$ cat config.mk
export PLATFORM = sky130hd
export DESIGN_NAME = zrb_uart_tx_arbiter_flat
export DESIGN_NICKNAME = d
export VERILOG_FILES = /design/src/rtl/zrb_uart_pkg.sv /design/src/rtl/zrb_uart_tx_arbiter_if.sv /design/src/rtl/zrb_rr_select.sv /design/src/rtl/zrb_uart_tx_arbiter.sv /design/src/flat_wrapper.sv
export SDC_FILE = /design/constraint.sdc
export NUM_CORES = 1
export LEC_CHECK = 0
export CAP_MARGIN = 40
export CORE_AREA = 5 5 43 45
export CTS_BUF_LIST = sky130_fd_sc_hd__clkbuf_8 sky130_fd_sc_hd__clkbuf_16
export DETAILED_ROUTE_END_ITERATION = 10
export DIE_AREA = 0 0 48 50
export MAX_ROUTING_LAYER = met4
export PLACE_DENSITY = 0.83
export REMOVE_ABC_BUFFERS = 1
export SLEW_MARGIN = 20
export SYNTH_ARGS = -nofsm -noshare
export SYNTH_HDL_FRONTEND = slang
export SYNTH_SLANG_ARGS = --single-unit
$ cat constraint.sdc
create_clock -name clk -period 1.85 [get_ports clk]
set_input_delay 0.185 -clock clk [delete_from_list [all_inputs] [get_ports clk]]
set_output_delay 0.185 -clock clk [all_outputs]
set_load 0.05 [all_outputs]
$ cat src/rtl/zrb_uart_pkg.sv
// Shared UART types and constants: arbiter FSM state, byte width, default stall timeout.
package zrb_uart_pkg;

    typedef enum logic {
        IDLE   = 1'b0,
        LOCKED = 1'b1
    } arb_state_e;

    localparam int ZRB_UART_DATA_WIDTH     = 8;
    localparam int ZRB_TX_ARB_TIMEOUT_DFLT = 4096;

endpackage

$ cat src/rtl/zrb_uart_tx_arbiter_if.sv
// Requester-side and FIFO-side signals of the UART TX arbiter.
// master = environment (requesters + FIFO), slave = arbiter.
interface zrb_uart_tx_arbiter_if #(
    parameter int NUM_REQ    = 2,
    parameter int DATA_WIDTH = 8
) ();
    logic [NUM_REQ-1:0]            req_valid;
    logic [NUM_REQ*DATA_WIDTH-1:0] req_data;
    logic [NUM_REQ-1:0]            req_last;
    logic [NUM_REQ-1:0]            req_ready;
    logic                          fifo_full;
    logic                          fifo_wr;
    logic [DATA_WIDTH-1:0]         fifo_data;
    logic [NUM_REQ-1:0]            grant;
    logic                          busy;
    logic                          abort;

    modport master (
        output req_valid, req_data, req_last, fifo_full,
        input  req_ready, fifo_wr, fifo_data, grant, busy, abort
    );

    modport slave (
        input  req_valid, req_data, req_last, fifo_full,
        output req_ready, fifo_wr, fifo_data, grant, busy, abort
    );
endinterface

$ cat src/rtl/zrb_rr_select.sv
// Combinational rotate-priority picker: first set req bit searching upward from last+1 with wrap.
module zrb_rr_select #(
    parameter int N  = 2,
    parameter int IW = $clog2(N)
) (
    input  logic [N-1:0]  req,
    input  logic [IW-1:0] last,
    output logic [N-1:0]  sel,
    output logic [IW-1:0] idx,
    output logic          any
);
    int j;

    always_comb begin
        // NOTE: every output gets a default before the loop so no path leaves one unassigned (no latch).
        sel = '0;
        idx = '0;
        any = 1'b0;
        j   = 0;
        for (int off = 1; off <= N; off++) begin
            j = int'(last) + off;
            if (j >= N) j = j - N;
            if (!any && req[j]) begin
                any    = 1'b1;
                sel[j] = 1'b1;
                idx    = IW'(j);
            end
        end
    end
endmodule

$ cat src/rtl/zrb_uart_tx_arbiter.sv
// Frame-granular round-robin arbiter in front of the shared UART TX FIFO write port.
// Optional stall-timeout abort enabled by defining ZRB_TX_ARB_TIMEOUT_EN.
module zrb_uart_tx_arbiter
    import zrb_uart_pkg::*;
#(
    parameter int NUM_REQ    = 2,
    parameter int DATA_WIDTH = ZRB_UART_DATA_WIDTH,
    parameter int TIMEOUT    = ZRB_TX_ARB_TIMEOUT_DFLT
) (
    input  logic                  clk,
    input  logic                  reset,
    zrb_uart_tx_arbiter_if.slave  bus
);
    localparam int IDX_W = $clog2(NUM_REQ);

    if (TIMEOUT < 2) begin : g_bad_timeout
        $error("zrb_uart_tx_arbiter: TIMEOUT must be >= 2");
    end

    arb_state_e         state_q, state_d;
    logic [IDX_W-1:0]   g_q, g_d;
    logic [IDX_W-1:0]   last_g_q, last_g_d;
    logic [NUM_REQ-1:0] grant_q, grant_d;
    logic               abort_q, abort_d;

    logic [NUM_REQ-1:0] pick_sel;
    logic [IDX_W-1:0]   pick_idx;
    logic               pick_any;
    logic               locked, g_valid, accept, timed_out;

    zrb_rr_select #(.N(NUM_REQ), .IW(IDX_W)) u_sel (
        .req  (bus.req_valid),
        .last (last_g_q),
        .sel  (pick_sel),
        .idx  (pick_idx),
        .any  (pick_any)
    );

    assign locked  = (state_q == LOCKED);
    assign g_valid = bus.req_valid[g_q];
    assign accept  = locked & g_valid & ~bus.fifo_full;

`ifdef ZRB_TX_ARB_TIMEOUT_EN
    localparam int              CNT_W   = $clog2(TIMEOUT + 1);
    localparam logic [CNT_W-1:0] CNT_MAX = CNT_W'(TIMEOUT);

    logic [CNT_W-1:0] stall_q, stall_d;

    // A full FIFO with valid held is back-pressure, not a stall: the count only moves without valid.
    assign timed_out = locked & ~g_valid & (stall_q == CNT_MAX);

    always_comb begin
        stall_d = stall_q;
        if (!locked || accept)        stall_d = '0;
        else if (!g_valid && !timed_out) stall_d = stall_q + 1'b1;
    end

    always_ff @(posedge clk) begin
        if (reset) stall_q <= '0;
        else       stall_q <= stall_d;
    end
`else
    assign timed_out = 1'b0;
`endif

    // State register
    always_ff @(posedge clk) begin
        // NOTE: non-blocking so every flop samples pre-edge values regardless of statement order.
        if (reset) begin
            state_q  <= IDLE;
            g_q      <= '0;
            last_g_q <= IDX_W'(NUM_REQ - 1);
            grant_q  <= '0;
            abort_q  <= 1'b0;
        end else begin
            state_q  <= state_d;
            g_q      <= g_d;
            last_g_q <= last_g_d;
            grant_q  <= grant_d;
            abort_q  <= abort_d;
        end
    end

    // Next-state logic; acceptance and timeout are exclusive since timeout needs valid low.
    always_comb begin
        state_d  = state_q;
        g_d      = g_q;
        last_g_d = last_g_q;
        grant_d  = grant_q;
        abort_d  = 1'b0;
        case (state_q)
            IDLE: begin
                if (pick_any) begin
                    state_d = LOCKED;
                    g_d     = pick_idx;
                    grant_d = pick_sel;
                end
            end
            LOCKED: begin
                if ((accept && bus.req_last[g_q]) || timed_out) begin
                    state_d  = IDLE;
                    grant_d  = '0;
                    last_g_d = g_q;
                    abort_d  = timed_out;
                end
            end
            default: state_d = IDLE;
        endcase
    end

    // Outputs: write path is combinational from the registered grant index.
    always_comb begin
        bus.req_ready = '0;
        bus.fifo_wr   = 1'b0;
        bus.fifo_data = '0;
        if (locked) begin
            bus.req_ready = grant_q & {NUM_REQ{~bus.fifo_full}};
            bus.fifo_wr   = accept;
            bus.fifo_data = bus.req_data[int'(g_q)*DATA_WIDTH +: DATA_WIDTH];
        end
        bus.grant = grant_q;
        bus.busy  = locked;
        bus.abort = abort_q;
    end
endmodule
$ cat src/flat_wrapper.sv
// flat-port wrapper written by rule: the top's interface ports become plain ports
module zrb_uart_tx_arbiter_flat import zrb_uart_pkg::*;
#(
    parameter int NUM_REQ    = 2,
    parameter int DATA_WIDTH = ZRB_UART_DATA_WIDTH,
    parameter int TIMEOUT    = ZRB_TX_ARB_TIMEOUT_DFLT
)
  (clk, reset, bus_req_valid, bus_req_data, bus_req_last, bus_fifo_full, bus_req_ready, bus_fifo_wr, bus_fifo_data, bus_grant, bus_busy, bus_abort);
  zrb_uart_tx_arbiter_if #(.NUM_REQ(NUM_REQ), .DATA_WIDTH(DATA_WIDTH)) bus_i ();
  input  logic clk;
  input  logic reset;
  input wire logic [$bits(bus_i.req_valid)-1:0] bus_req_valid;
  input wire logic [$bits(bus_i.req_data)-1:0] bus_req_data;
  input wire logic [$bits(bus_i.req_last)-1:0] bus_req_last;
  input wire logic [$bits(bus_i.fifo_full)-1:0] bus_fifo_full;
  output wire logic [$bits(bus_i.req_ready)-1:0] bus_req_ready;
  output wire logic [$bits(bus_i.fifo_wr)-1:0] bus_fifo_wr;
  output wire logic [$bits(bus_i.fifo_data)-1:0] bus_fifo_data;
  output wire logic [$bits(bus_i.grant)-1:0] bus_grant;
  output wire logic [$bits(bus_i.busy)-1:0] bus_busy;
  output wire logic [$bits(bus_i.abort)-1:0] bus_abort;
  assign bus_i.req_valid = bus_req_valid;
  assign bus_i.req_data = bus_req_data;
  assign bus_i.req_last = bus_req_last;
  assign bus_i.fifo_full = bus_fifo_full;
  assign bus_req_ready = bus_i.req_ready;
  assign bus_fifo_wr = bus_i.fifo_wr;
  assign bus_fifo_data = bus_i.fifo_data;
  assign bus_grant = bus_i.grant;
  assign bus_busy = bus_i.busy;
  assign bus_abort = bus_i.abort;
  zrb_uart_tx_arbiter #(.NUM_REQ(NUM_REQ), .DATA_WIDTH(DATA_WIDTH), .TIMEOUT(TIMEOUT)) u_core (.clk(clk), .reset(reset), .bus(bus_i));
endmodule
==> results.json, run 1 <==
{
  "worstSetupEndpointType": "primary output",
  "grt_pass1_vias": 474,
  "clock-sinks": 5,
  "postSynthCellCount": 49,
  "clock_skew_ps": 1.40,
  "stdcell_area_sq_um": 921,
  "cts_tree": "done",
  "wirelength_microns": 1350,
  "start_kind": "flop",
  "tightest_slew_ps": 498,
  "rows": 14,
  "final_antenna_net_count": 0,
  "path_max_fanout": 15,
  "hpwl_microns": 1090,
  "wl_per_cell_microns": 13.2,
  "dieHeight_microns": 50,
  "final.period_utilization": 0.883,
  "nets": 110,
  "cp.buffers_inverters": 1,
  "synth_top_area_share": 0.240,
  "clock_latency_ps": 220,
  "first_pass_iters": 4,
  "setup_viol": 0,
  "die_area_sq_um": 2400,
  "postCtsSetupBuffers": 0,
  "synth-seq-area-share": 0.240,
  "area_growth_syn_to_layout_pct": 120,
  "htree_levels": 1,
  "fillers": 108,
  "grt.busiest_layer": "met2",
  "drt_first_iter_violations": 8,
  "synth.distinct_cells": 22,
  "ff2ff_path_depth": 3,
  "antenna_found_initial": 0,
  "finalPower_mw": 0.588,
  "track_usage": 0.118,
  "io_pins": 38,
  "min_to": "u_core.bus.grant[0]",
  "gr-usage-met2": 0.200,
  "rrSetupSlack_ps": 450,
  "hold_depth": 2,
  "p_leak_nw": 0.348,
  "die_w_microns": 48,
  "crit_arrival_ps": 1450,
  "root_buffer": "clkbuf_8",
  "vias": 478,
  "globalRouteMet1Util": 0.129,
  "io_buffers": 36,
  "rr_endpoint": "u_core.bus.grant[1]",
  "grt-ovfl-total": 0,
  "rsz0062_at_grt": "no",
  "setup-tns-final_ps": 0,
  "hold_class": "reg -> reg",
  "routed_via_density": 4.69,
  "drv_cap": 0,
  "use_met3": 0.0291,
  "placed_area_sq_um": 875,
  "slew_headroom": 0.667,
  "synth_area_sq_um": 418,
  "p_per_area_nw_per_um2": 639,
  "period_minus_slack_ps": 1630,
  "start_util": 0.291,
  "worstPathCellList": "or2b_1, nor2_1, buf_4",
  "rr_startpoint": "u_core.bus.busy",
  "hold_violations": 0,
  "crit_path_top_delay_cell": "dfxtp_1",
  "ys_ff_latch": 5,
  "hold_path.startpoint": "u_core.bus.grant[0]",
  "yosysWarnings": 0,
  "path_clk_slew_ps": 40,
  "drc": 0,
  "postSynthAreaPerCell_sq_um": 8.53,
  "status": "finished clean",
  "coreArea_sq_um": 1440,
  "max-clock-path-buffers": 2,
  "cpLargestDelayFamily": "flip-flops",
  "vdd.ir_drop.worst_v": 0.000454,
  "grt_max_degree": 16,
  "synth_area_leader_cell": "dfxtp_1",
  "crit_type": "reg -> out",
  "slew_viol_final": 0,
  "drive_above_1_share": 0.209,
  "globalplace.congestion": 0.845,
  "grt_pass1_wl_microns": 2040,
  "cp.required_ps": 1660,
  "cp_slowest_stage_delay_ps": 590,
  "cts_buffers": 3,
  "synthTopCellsByArea": "dfxtp_1 24%, mux2i_1 22%, nor2b_1 13%, a21oi_1 3.6%, buf_4 3.6%",
  "max_freq_ghz": 0.612,
  "antenna_cells": 0
}
==> registers in the layout, indices dropped and copies added (netlist names) <==
signal / cells
u_core.bus.grant: 2
u_core.bus.busy: 1
u_core.g_q: 1
u_core.last_g_q: 1
==> worst max-delay path by stage <==
stage                     cells after the start                to            start
after floorplan                               2       bus_fifo_wr  u_core.bus.busy
after global placement                        3       bus_fifo_wr       u_core.g_q
after detailed placement                      3       bus_fifo_wr       u_core.g_q
after CTS                                     3       bus_fifo_wr       u_core.g_q
after global routing                          3  bus_req_ready[1]  u_core.bus.busy
final                                         3       bus_fifo_wr  u_core.bus.busy
==> cell families (layout without fill, tap and decap cells) <==
family,Yosys count,after routing,share of synthesized area
simple gates,19,19,0.284
buf+inv,4,41,0.0539
compound gates,10,10,0.165
flops,5,5,0.240
other cells,1,1,0.00897
mux,10,10,0.249
==> layer usage <==
| metal | vias up | share of wire |
|---|---|---|
| met4 | 0 | 0 |
| li1 | 247 | - |
| met5 | - | 0 |
| met1 | 213 | 0.39 |
| met3 | 0 | 0.065 |
| met2 | 18 | 0.55 |
==> power by group <==
group / internal (mW) / switching [mW] / leakage [nW]
registers: 0.116 / 0.0181 / 0.0416
clock network: 0.142 / 0.0552 / 0.0269
logic: 0.131 / 0.125 / 0.279
==> synthesized netlist by cell type <==
master	number
nor3b_1	1
nor2b_1	9
o311ai_1	1
mux2i_1	9
buf_4	2
a21oi_1	3
and2_1	2
clkbuf_1	1
nand2_1	3
o31ai_1	2
nor2_1	1
nor4bb_1	1
inv_1	1
o21ai_0	1
conb_1	1
or2b_1	1
o31a_1	1
a211o_1	1
o21bai_1	1
nor3_2	1
dfxtp_1	5
mux2i_2	1
==> cell type report <==
class | instances | area (sq um) | area share
repair buffers | 36 | 455 | 0.495
clock buffers | 3 | 41.3 | 0.0448
well taps | 16 | 20.0 | 0.0217
inverters | 1 | 3.75 | 0.00408
flip-flops and latches | 5 | 101 | 0.110
clock inverters | 1 | 3.75 | 0.00408
multi-input cells | 40 | 295 | 0.321
==> tightest hold or removal path, cell delays in order (launching register included) <==
cell     delay [ps]
dfxtp_1         320
nand2_1          60
o31ai_1          50
==> stage by stage <==
stage / utilization / hold slack [ps] / instances / setup slack [ps]
after floorplan: - / 254 / 46 / -80.2
after detailed placement: 0.609 / 468 / 98 / 286
after CTS: 0.640 / 475 / 102 / 43.3
after global placement: 0.609 / 469 / 98 / 320
final: 0.641 / 481 / 102 / 216
after global routing: 0.641 / 489 / 102 / 131
==> cells in the final DEF, fill, tap and decap left out, types with 2 or more instances in the layout <==
cell,n
clkdlybuf4s50_1,24
buf_4,2
nor2b_1,9
o31ai_1,2
and2_1,2
dfxtp_1,4
nand2_1,3
inv_1,2
buf_12,10
a21oi_1,3
clkbuf_8,3
mux2i_1,9
==> timing repair <==
action / in CTS / in global routing
gates resized for setup: 0 / 1
setup endpoints to repair: 0 / 1
hold endpoints to repair: 0 / 0
hold buffers: 0 / 0
Power figures use the tool's default switching activity.
==> run 2: changes to the inputs <==
--- a/config.mk
+++ b/config.mk
@@ -6,12 +6,13 @@
 export NUM_CORES = 1
 export LEC_CHECK = 0
 export CAP_MARGIN = 40
-export CORE_AREA = 5 5 43 45
+export CORE_AREA = 5 5 47 49
 export CTS_BUF_LIST = sky130_fd_sc_hd__clkbuf_8 sky130_fd_sc_hd__clkbuf_16
 export DETAILED_ROUTE_END_ITERATION = 10
-export DIE_AREA = 0 0 48 50
+export DIE_AREA = 0 0 52 54
+export GPL_TIMING_DRIVEN = 0
 export MAX_ROUTING_LAYER = met4
-export PLACE_DENSITY = 0.83
+export PLACE_DENSITY = 0.73
 export REMOVE_ABC_BUFFERS = 1
 export SLEW_MARGIN = 20
 export SYNTH_ARGS = -nofsm -noshare
==> constraint.sdc (replaced) <==
create_clock -name clk -period 1.45 [get_ports clk]
set_input_delay 0.145 -clock clk [delete_from_list [all_inputs] [get_ports clk]]
set_output_delay 0.145 -clock clk [all_outputs]
set_load 0.05 [all_outputs]
==> results.json, run 2 (same netlist as run 1, synthesis figures left out) <==
{
  "most-common-layout-cells": "22 x clkdlybuf4s50_1, 9 x buf_2, 8 x mux2i_1, 8 x nor2b_1",
  "root_buffer": "clkbuf_8",
  "final.period_utilization": 0.949,
  "crit_path_end": "bus_fifo_wr",
  "hold_class": "reg -> reg",
  "status": "finished clean",
  "antenna_cells": 0,
  "p_leak_nw": 0.331,
  "hold_path.startpoint": "u_core.bus.grant[0]",
  "start_kind": "flop",
  "slew_viol_final": 0,
  "io_buffers": 36,
  "ff2ff_path_depth": 4,
  "antenna_found_initial": 0,
  "wl_per_cell_microns": 12.0,
  "die_area_sq_um": 2810,
  "setup_viol": 0,
  "globalplace.congestion": 0.666,
  "path_clk_slew_ps": 30,
  "crit_start": "u_core.g_q",
  "grt_pass1_wl_microns": 2150,
  "hold_violations": 0,
  "vdd.ir_drop.worst_v": 0.000460,
  "track_usage": 0.107,
  "dpl.cell_count": 109,
  "hpwl_microns": 1120,
  "die_w_microns": 52,
  "clock_latency_ps": 220,
  "rrSetupSlack_ps": 140,
  "period_minus_slack_ps": 1380,
  "nets": 111,
  "path_max_fanout": 11,
  "drt_first_iter_violations": 0,
  "worstSetupEndpointType": "primary output",
  "pre_cts_ws_ps": -605,
  "placed_area_sq_um": 793,
  "rr_endpoint": "u_core.last_g_q",
  "drv_cap": 0,
  "dieHeight_microns": 54,
  "max_freq_ghz": 0.726,
  "first_pass_iters": 1,
  "crit_arrival_ps": 1230,
  "clock-sinks": 5,
  "rr_startpoint": "u_core.g_q",
  "ctsHoldBuffers": 0,
  "p_per_area_nw_per_um2": 835,
  "fillers": 193,
  "rows": 16,
  "area_growth_syn_to_layout_pct": 94.9,
  "vias": 487,
  "htree_levels": 1,
  "final_cells": 114,
  "coreArea_sq_um": 1820,
  "fin_util": 0.447,
  "largest_reg_flops": 2,
  "final_antenna_net_count": 0,
  "drive_above_1_share": 0.241,
  "wirelength_microns": 1370,
  "grt-ovfl-total": 0,
  "io_pins": 38,
  "clock_skew_ps": 1.30,
  "drc": 0,
  "grt_pass1_vias": 492,
  "start_util": 0.229,
  "cp.required_ps": 1310,
  "rsz0062_at_grt": "no",
  "grt_max_degree": 16,
  "max-clock-path-buffers": 2,
  "stdcell_area_sq_um": 815,
  "cts_buffers": 3,
  "finalWorstSetupSlack_ps": 73.5,
  "crit_type": "reg -> out",
  "layout_commonest_cell": "clkdlybuf4s50_1",
  "cts_tree": "done",
  "routed_via_density": 4.27
}
## run 2: cell types whose count changed in the layout (fill, tap and decap cells not counted), sizes merged
cell / change
buf: -1
clkbuf: +1
clkdlybuf4s50: -2
dlygate4sd2: +3
## run 2: worst max-delay path, stage by stage, from the launching register on
cell,delay [ps]
dfxtp_4,450
mux2i_4,310
nor2_1,70
buf_4,190
## run 2: how the worst min path moves through the flow
stage                          end  slack (ps)  cells past startpoint
6_report       u_core.bus.grant[0]         470                      2
5_1_grt        u_core.bus.grant[0]         520                      2
4_1_cts        u_core.bus.grant[0]         480                      2
3_5_place_dp   u_core.bus.grant[0]         470                      2
3_3_place_gp   u_core.bus.grant[0]         470                      2
2_1_floorplan      u_core.bus.busy         210                      1
## run 2: power by group
part / switching [mW] / internal, mW
clock: 0.0628 / 0.181
combinational: 0.153 / 0.116
sequential: 0.0195 / 0.148
total: 0.235 / 0.445
## run 2: cell type report
cell class	count	area, sq um	share of cell area
Timing Repair Buffer	37	314	0.386
Multi-Input combinational cell	40	310	0.381
Sequential cell	5	108	0.132
Clock buffer	3	41.3	0.0507
Tap cell	27	33.8	0.0415
Clock inverter	1	3.75	0.00461
Inverter	1	3.75	0.00461
## run 2: metal layers
metal | global-route usage | part of all wire | vias up
met4 | 0.0524 | 0 | 0
met3 | 0.0360 | 0.14 | 0
met5 | - | 0 | -
li1 | - | - | 251
met1 | 0.105 | 0.39 | 208
met2 | 0.188 | 0.47 | 28
## run 2: what timing repair did
item / CTS / global route
gates cloned: 0 / 0
buffers inserted: 0 / 1
setup endpoints to repair: 18 / 8
endpoints found under the hold margin: 0 / 0
resized for setup: 54 / 13
## run 2: stage by stage
step | TNS [ps] | power (mW) | hold WS (ps)
after floorplan | -2830 | 0.327 | 214
after global placement | -6050 | 0.452 | 471
after detailed placement | -6130 | 0.455 | 473
after CTS | 0 | 0.693 | 478
after global routing | 0 | 0.712 | 520
final | 0 | 0.680 | 468
==> run 3: changes to the inputs <==
==> constraint.sdc (replaced) <==
create_clock -name clk -period 1.45 [get_ports clk]
set_input_delay 0.145 -clock clk [delete_from_list [all_inputs] [get_ports clk]]
set_output_delay 0.145 -clock clk [all_outputs]
set_load 0.005 [all_outputs]
==> results.json, run 3 (same netlist as run 1, synthesis figures left out) <==
{
  "status": "finished clean",
  "grt_max_degree": 14,
  "antenna_found_initial": 0,
  "max_freq_ghz": 0.708,
  "clock_latency_ps": 220,
  "io_buffers": 36,
  "nets": 115,
  "drive_above_1_share": 0.165,
  "crit_arrival_ps": 1270,
  "p_per_area_nw_per_um2": 670,
  "placed_area_sq_um": 793,
  "fillers": 185,
  "cp_slowest_stage_delay_ps": 390,
  "cts_buffers": 3,
  "die_w_microns": 52,
  "coreArea_sq_um": 1820,
  "track_usage": 0.107,
  "clock_skew_ps": 1.30,
  "final.period_utilization": 0.974,
  "first_pass_iters": 1,
  "cts_tree": "done",
  "start_util": 0.229,
  "crit_path_top_delay_cell": "dfxtp_4",
  "worstSetupEndpointType": "primary output",
  "start_kind": "flop",
  "grt_pass1_vias": 505,
  "vias": 506,
  "drt_first_iter_violations": 0,
  "dieHeight_microns": 54,
  "cpLargestDelayFamily": "buffers and inverters",
  "cp.required_ps": 1310,
  "rsz0062_at_grt": "no",
  "fin_util": 0.505,
  "antenna_cells": 0,
  "cp.buffers_inverters": 2,
  "hold_violations": 0,
  "wl_per_cell_microns": 11.9,
  "globalplace.congestion": 0.666,
  "regArea_sq_um": 108,
  "rows": 16,
  "drc": 0,
  "multi_input_area_sq_um": 319,
  "final_antenna_net_count": 0,
  "drv_cap": 0,
  "setup-tns-final_ps": 0,
  "p_leak_nw": 0.382,
  "most-common-layout-cells": "22 x clkdlybuf4s50_1, 13 x dlygate4sd2_1, 8 x nor2b_1",
  "grt_pass1_wl_microns": 2170,
  "setup_viol": 0,
  "layout_commonest_cell": "clkdlybuf4s50_1",
  "hold_class": "in -> reg",
  "die_area_sq_um": 2810,
  "finalWorstSetupSlack_ps": 37.5,
  "io_pins": 38,
  "clock-sinks": 5,
  "vdd.ir_drop.worst_v": 0.000443,
  "path_clk_slew_ps": 30,
  "slew_viol_final": 0,
  "stdcell_area_sq_um": 921,
  "max-clock-path-buffers": 2,
  "path_max_fanout": 4,
  "ctsHoldBuffers": 0,
  "pre_cts_ws_ps": -350,
  "htree_levels": 1,
  "largest_reg_flops": 2,
  "worstPathCellList": "clkbuf_16, mux2i_1, nor2b_1, dlygate4sd2_1",
  "routed_via_density": 4.29,
  "area_growth_syn_to_layout_pct": 120,
  "crit_type": "reg -> out",
  "grt-ovfl-total": 0,
  "root_buffer": "clkbuf_8",
  "finalPower_mw": 0.617,
  "hpwl_microns": 1120,
  "period_minus_slack_ps": 1410,
  "wirelength_microns": 1410
}
[run 3: changes by cell type in the layout (fill, tap and decap cells not counted), sizes merged]
cell / before / now
dlygate4sd2: 3 / 13
buf: 11 / 4
clkdlybuf4s15: 0 / 1
[run 3: final timing paths]
path	to	start	slack [ps]	cells after the start
max	bus_fifo_data[3]	u_core.g_q	40	4
min	u_core.bus.grant[0]	bus_req_valid[1]	460	4
max reg2reg	u_core.last_g_q	u_core.g_q	120	5
min reg2reg	u_core.bus.grant[0]	u_core.bus.grant[0]	470	2
[run 3: tightest hold or removal path: stages]
cell           delay, ps
dlygate4sd2_1        280
inv_1                 90
o21ai_0               80
o31ai_1               60
[run 3: where the power goes]
part	leakage [nW]	switching (mW)	internal [mW]
registers	0.0424	0.00948	0.148
clock network	0.0269	0.0628	0.181
logic	0.312	0.0730	0.143
total	0.382	0.145	0.472
[run 3: layout make-up]
class | instances | area share
timing repair buffer | 41 | 0.447
multi-input combinational | 40 | 0.346
sequential | 5 | 0.117
clock buffer | 3 | 0.0448
tap | 27 | 0.0367
clock inverter | 1 | 0.00408
inverter | 1 | 0.00408
[run 3: metrics by stage]
stage	hold slack [ps]	cells
2_1_floorplan	214	46
4_1_cts	462	117
5_1_grt	503	118
3_5_place_dp	473	109
3_3_place_gp	471	109
6_report	462	118
[run 3: timing repair]
action	4_1_cts	5_1_grt
endpoints found under the setup margin	16	3
cloned	0	1
pin swaps	0	0
gates resized for setup	21	3
setup buffers	4	0
[run 3: routing by layer]
metal	vias up	GRT usage	wire [microns]	part of all wire
li1	258	-	-	-
met4	0	0.0524	0	0
met3	0	0.0360	184	0.13
met2	28	0.192	692	0.49
met5	-	-	0	0
met1	220	0.103	527	0.38
